<file path="src/rtl/ram_bus_arbiter.sv">
// Round-robin RAM port arbiter for per-core icache/dcache requesters.
// Data requests win within a core and hold the port for a full block burst.
package ram_bus_pkg;
    typedef enum logic [1:0] {
        FREE   = 2'd0,
        BUSY   = 2'd1,
        ACCESS = 2'd2,
        ERROR  = 2'd3
    } ramstate_t;
endpackage

module ram_bus_arbiter
    import ram_bus_pkg::*;
#(
    parameter int CPUS      = 2,
    parameter int BURST_LEN = 2,
    parameter int AW        = 32
) (
    input  logic                     CLK,
    input  logic                     nRST,
    input  logic [CPUS-1:0]          iREN,
    input  logic [CPUS-1:0]          dREN,
    input  logic [CPUS-1:0]          dWEN,
    input  logic [CPUS-1:0][AW-1:0]  iaddr,
    input  logic [CPUS-1:0][AW-1:0]  daddr,
    input  logic [CPUS-1:0][AW-1:0]  dstore,
    input  ramstate_t                ramstate,
    input  logic [AW-1:0]            ramload,
    output logic                     ramREN,
    output logic                     ramWEN,
    output logic [AW-1:0]            ramaddr,
    output logic [AW-1:0]            ramstore,
    output logic [CPUS-1:0][AW-1:0]  iload,
    output logic [CPUS-1:0][AW-1:0]  dload,
    output logic [CPUS-1:0]          iwait,
    output logic [CPUS-1:0]          dwait,
    output logic                     grant_valid,
    output logic [$clog2(CPUS):0]    grant_id,
    output logic                     bus_err
);
    localparam int CW = $clog2(CPUS);
    localparam int BW = $clog2(BURST_LEN + 1);

    typedef enum logic [1:0] {
        IDLE,
        GRANT,
        RELEASE_GAP
    } state_t;

    state_t          state, state_n;
    logic [CW-1:0]   rr_ptr, rr_ptr_n;
    logic [BW-1:0]   beat_cnt, beat_cnt_n;
    logic [CW:0]     gid_n;
    logic [CPUS-1:0] req;
    logic [CW-1:0]   oc;
    logic            od;
    logic            oreq;
    logic            rel;
    logic            win_found;
    logic [CW-1:0]   win_core;
    logic            win_data;
    logic [CW-1:0]   ci;

    assign req         = iREN | dREN | dWEN;
    assign oc          = grant_id[CW:1];
    assign od          = grant_id[0];
    assign grant_valid = (state == GRANT);

    always_comb begin
        win_found = 1'b0;
        win_core  = '0;
        win_data  = 1'b0;
        ci        = '0;
        for (int k = 0; k < CPUS; k++) begin
            ci = CW'((int'(rr_ptr) + k) % CPUS);
            if (!win_found && req[ci]) begin
                win_found = 1'b1;
                win_core  = ci;
                win_data  = dREN[ci] | dWEN[ci];
            end
        end
    end

    always_comb begin
        state_n    = state;
        rr_ptr_n   = rr_ptr;
        beat_cnt_n = beat_cnt;
        gid_n      = grant_id;
        ramREN     = 1'b0;
        ramWEN     = 1'b0;
        ramaddr    = '0;
        ramstore   = '0;
        iload      = '0;
        dload      = '0;
        iwait      = '1;
        dwait      = '1;
        bus_err    = 1'b0;
        rel        = 1'b0;
        oreq       = od ? (dREN[oc] | dWEN[oc]) : iREN[oc];
        unique case (state)
            IDLE: begin
                if (win_found) begin
                    state_n    = GRANT;
                    gid_n      = {win_core, win_data};
                    beat_cnt_n = '0;
                end
            end
            GRANT: begin
                ramaddr  = od ? daddr[oc] : iaddr[oc];
                ramstore = dstore[oc];
                ramREN   = !od || (dREN[oc] && !dWEN[oc]);
                ramWEN   = od && dWEN[oc];
                if (ramstate == ERROR) begin
                    bus_err = 1'b1;
                    rel     = 1'b1;
                end else if (!oreq) begin
                    rel = 1'b1;
                end else if (ramstate == ACCESS) begin
                    if (od) begin
                        dwait[oc] = 1'b0;
                        dload[oc] = ramload;
                    end else begin
                        iwait[oc] = 1'b0;
                        iload[oc] = ramload;
                    end
                    beat_cnt_n = beat_cnt + 1'b1;
                    rel = !od || (beat_cnt_n == BW'(BURST_LEN));
                end
                if (rel) begin
                    state_n    = RELEASE_GAP;
                    rr_ptr_n   = (oc == CW'(CPUS - 1)) ? '0 : oc + 1'b1;
                    gid_n      = '0;
                    beat_cnt_n = '0;
                end
            end
            RELEASE_GAP: state_n = IDLE;
            default:     state_n = IDLE;
        endcase
    end

    always_ff @(posedge CLK or negedge nRST) begin
        if (!nRST) begin
            state    <= IDLE;
            rr_ptr   <= '0;
            beat_cnt <= '0;
            grant_id <= '0;
        end else begin
            state    <= state_n;
            rr_ptr   <= rr_ptr_n;
            beat_cnt <= beat_cnt_n;
            grant_id <= gid_n;
        end
    end
endmodule

</file>
<file path="config.mk">
export PLATFORM = sky130hd
export DESIGN_NAME = ram_bus_arbiter
export DESIGN_NICKNAME = d
export VERILOG_FILES = /design/src/rtl/ram_bus_arbiter.sv
export SDC_FILE = /design/constraint.sdc
export NUM_CORES = 1
export LEC_CHECK = 0
export BUFFER_PORTS_ARGS = -buffer_cell sky130_fd_sc_hd__buf_2
export CORE_AREA = 5 5 167 169
export DETAILED_ROUTE_END_ITERATION = 10
export DIE_AREA = 0 0 172 174
export PLACE_DENSITY_LB_ADDON = 0.2
export SLEW_MARGIN = 5
export SYNTH_ARGS = -nofsm -noshare
export SYNTH_HDL_FRONTEND = slang
export SYNTH_SLANG_ARGS = --single-unit
</file>
<file path="constraint.sdc">
create_clock -name CLK -period 2.15 [get_ports CLK]
set_input_delay 0.3225 -clock CLK [delete_from_list [all_inputs] [get_ports CLK]]
set_output_delay 0.3225 -clock CLK [all_outputs]
set_load 0.05 [all_outputs]
</file>
==> impl_metrics.csv <==
group,metric,value,unit
clocking,clk_pin_slew_worst_paths,0.04,ns
synth,ys_seq_area_share,6.21,%
global_route,grt_overflow,0,
placed_design,portBuffers,435,
floorplan,num_rows,60,
global_route,grt_pass1_vias,4602,
timing,fin_crit_sh,102,%
synth,ys.flop_type,"dfrtp_1",
layout,area_growth,146,%
layout,fin_area,6950,um^2
power_and_ir_drop,p_leak,3.47,nW
clocking,clk_latency,0.23,ns
power_and_ir_drop,p_per_area,1100,nW/um^2
placed_design,dp_hpwl,15500,um
detailed_routing,drc,0,
synth,synth_compound_area_share,4.04,%
timing,rsz0062_at_grt,"true",
synth,synth_area,2820,um^2
floorplan,start_util,10.7,%
synth,synthMuxAreaShare,38.5,%
timing,setup_viol,21,
synth,syn_inst,346,
layout,final_common_cell,"buf_2",
detailed_routing,drt_iter0_drc,98,
power_and_ir_drop,peakVddDrop,0.000789,V
layout,drive_gt1_share,77.6,%
run_status,violations,"setup timing",
timing,tightest_slew,0.410,ns
synth,ys_types,33,
setup_path,critPathKind,"reg -> out",
synth,synth_nets,581,
setup_path,start_kind,"flip-flop",
setup_path,cp.arrival,1.87,ns
floorplan,io_pins,436,
synth,synth_edf_count,0,
timing,timing.fmax,0.455,GHz
detailed_routing,vias,4334,
synth,synth_xor_xnor_area_share,0,%
floorplan,core,26400,um^2
timing,skew,0.00100,ns
timing,setup_ws,-0.0455,ns
global_route,antenna_found_initial,3,
layout,num-nets-final,1017,
setup_path,critPathMaxFanout,17,
layout,most-common-layout-cells,"buf_2 (279), and2_1 (95), buf_6 (80)",
detailed_routing,wl,19200,um
synth,synth_top_family_by_area,"simple AND/OR/NAND/NOR gates",
placed_design,place_area,5870,um^2
synth,synth-adder-area-share,0.444,%
layout,final_util,26.3,%
run_status,status,"finished with violations",
floorplan,die_x,172,um
detailed_routing,first_pass_iters,4,
clocking,cts_max_level,1,
timing,post-route-min-period,2.20,ns
clocking,cts_root_buf,"clkbuf_16",
setup_path,r2r_slack,0.35,ns
global_route,grt_pass1_wl,26900,um
flow_run,drv_cap,0,
synth,ys_ff_latch,7,
global_route,grt_util_all_layers,11.4,%
detailed_routing,via_per_inst,3.86,
timing,slew_viol_final,0,
clocking,cts_tree,"done",
setup_path,critPathRequiredTime,1.83,ns
clocking,cts_sinks,7,
synth,synthArstFlopShare,100,%
placed_design,place_congestion,0.756,
clocking,cts_buffers,3,
min_path,worstHoldPathType,"in -> async",
synth,synth-simple-area-share,44.7,%
setup_path,end_kind,"primary output",
timing,timing.final.hold_violations,0,
synth,yosys_warnings,0,
floorplan,die_area,29900,um^2
detailed_routing,route.detailed.wl_per_inst,17.0,um
clocking,clock_path_buffers,2,
timing,max_slew_margin,72.7,%
synth,avgSynthCellArea,8.15,um^2
detailed_routing,antenna_left,0,
global_route,grt_max_degree,37,
floorplan,die_h,174,um
## cell usage after synthesis, types with 3 or more instances
library cell,instances,share of area (%)
nor2_1,35,4.7
nand2_1,6,0.80
and3_1,4,0.89
inv_1,6,0.80
mux4_2,33,26
buf_2,12,2.1
clkbuf_1,18,2.4
inv_2,5,0.67
and2_1,158,35
mux2i_1,33,12
a21oi_1,3,0.53
dfrtp_1,7,6.2
## critical path: stages (launching register included)
cell     delay, ns
dfrtp_4       0.50
buf_4         0.17
buf_4         0.14
nor3b_4       0.21
buf_4         0.15
buf_12        0.14
and2_2        0.16
buf_6         0.15
## per-layer routing
metal	wire [um]	track usage, %	vias to the layer above
li1	-	-	2057
met1	6550	12.1	2026
met2	10500	22.7	243
met3	1990	2.84	8
met4	130	1.77	0
met5	0	0	-
## logic make-up after synthesis
| kind of cell | count (synthesis) |
|---|---|
| fa+ha+maj | 1 |
| mux | 67 |
| buf+inv | 42 |
| flops | 7 |
| simple gates | 214 |
| compound gates | 15 |
## layout make-up
cell class	instances	area (um^2)
fill	2864	19500
timing repair buffer	462	3390
multi-input combinational	297	2820
tap	341	427
sequential	7	180
clock buffer	4	78.8
inverter	11	41.3
antenna	2	5.00
## sequential cells by signal, indices dropped and copies added (netlist names)
signal,cells
grant_id,2
state,2
rr_ptr,1
beat_cnt,2
## stage by stage
step | cells | hold WS (ns) | setup WS, ns | TNS (ns) | power [mW]
floorplan | 346 | 0.0269 | -0.0826 | -1.65 | 4.92
global placement | 1104 | 0.167 | 0.0343 | 0 | 6.58
detailed placement | 1104 | 0.167 | 0.0362 | 0 | 6.54
CTS | 1117 | 0.487 | -0.0916 | -2.62 | 7.15
global route | 1124 | 0.516 | -0.134 | -8.33 | 8.01
finish | 1124 | 0.486 | -0.0455 | -0.642 | 7.63
## repair_timing
| action | in CTS | in global routing |
|---|---|---|
| resized for setup | 169 | 124 |
| hold endpoints to repair | 7 | 0 |
| setup buffers | 6 | 3 |
| endpoints found under the setup margin | 160 | 156 |
| gates cloned | 2 | 3 |
| pin swaps | 2 | 3 |
| hold buffers | 1 | 0 |
## final timing paths
path | cells past startpoint | endpoint | startpoint
worst max-delay path | 7 | dload[22] | grant_id[1]$_DFFE_PN0P_
worst min-delay path | 2 | grant_id[1]$_DFFE_PN0P_ | nRST
worst max register to register | 4 | rr_ptr$_DFFE_PN0P_ | grant_id[1]$_DFFE_PN0P_
worst min register to register | 2 | beat_cnt[1]$_DFFE_PN0P_ | beat_cnt[1]$_DFFE_PN0P_
max in group asynchronous | 2 | grant_id[1]$_DFFE_PN0P_ | nRST
min in group CLK | 3 | state[1]$_DFFE_PN0P_ | ramstate[1]
## power breakdown
part	switching (mW)	leakage, nW	internal [mW]
Sequential	0.0676	0.0852	0.190
Combinational	4.38	3.35	2.69
Clock	0.0669	0.0382	0.246
Power figures use the tool's default switching activity.
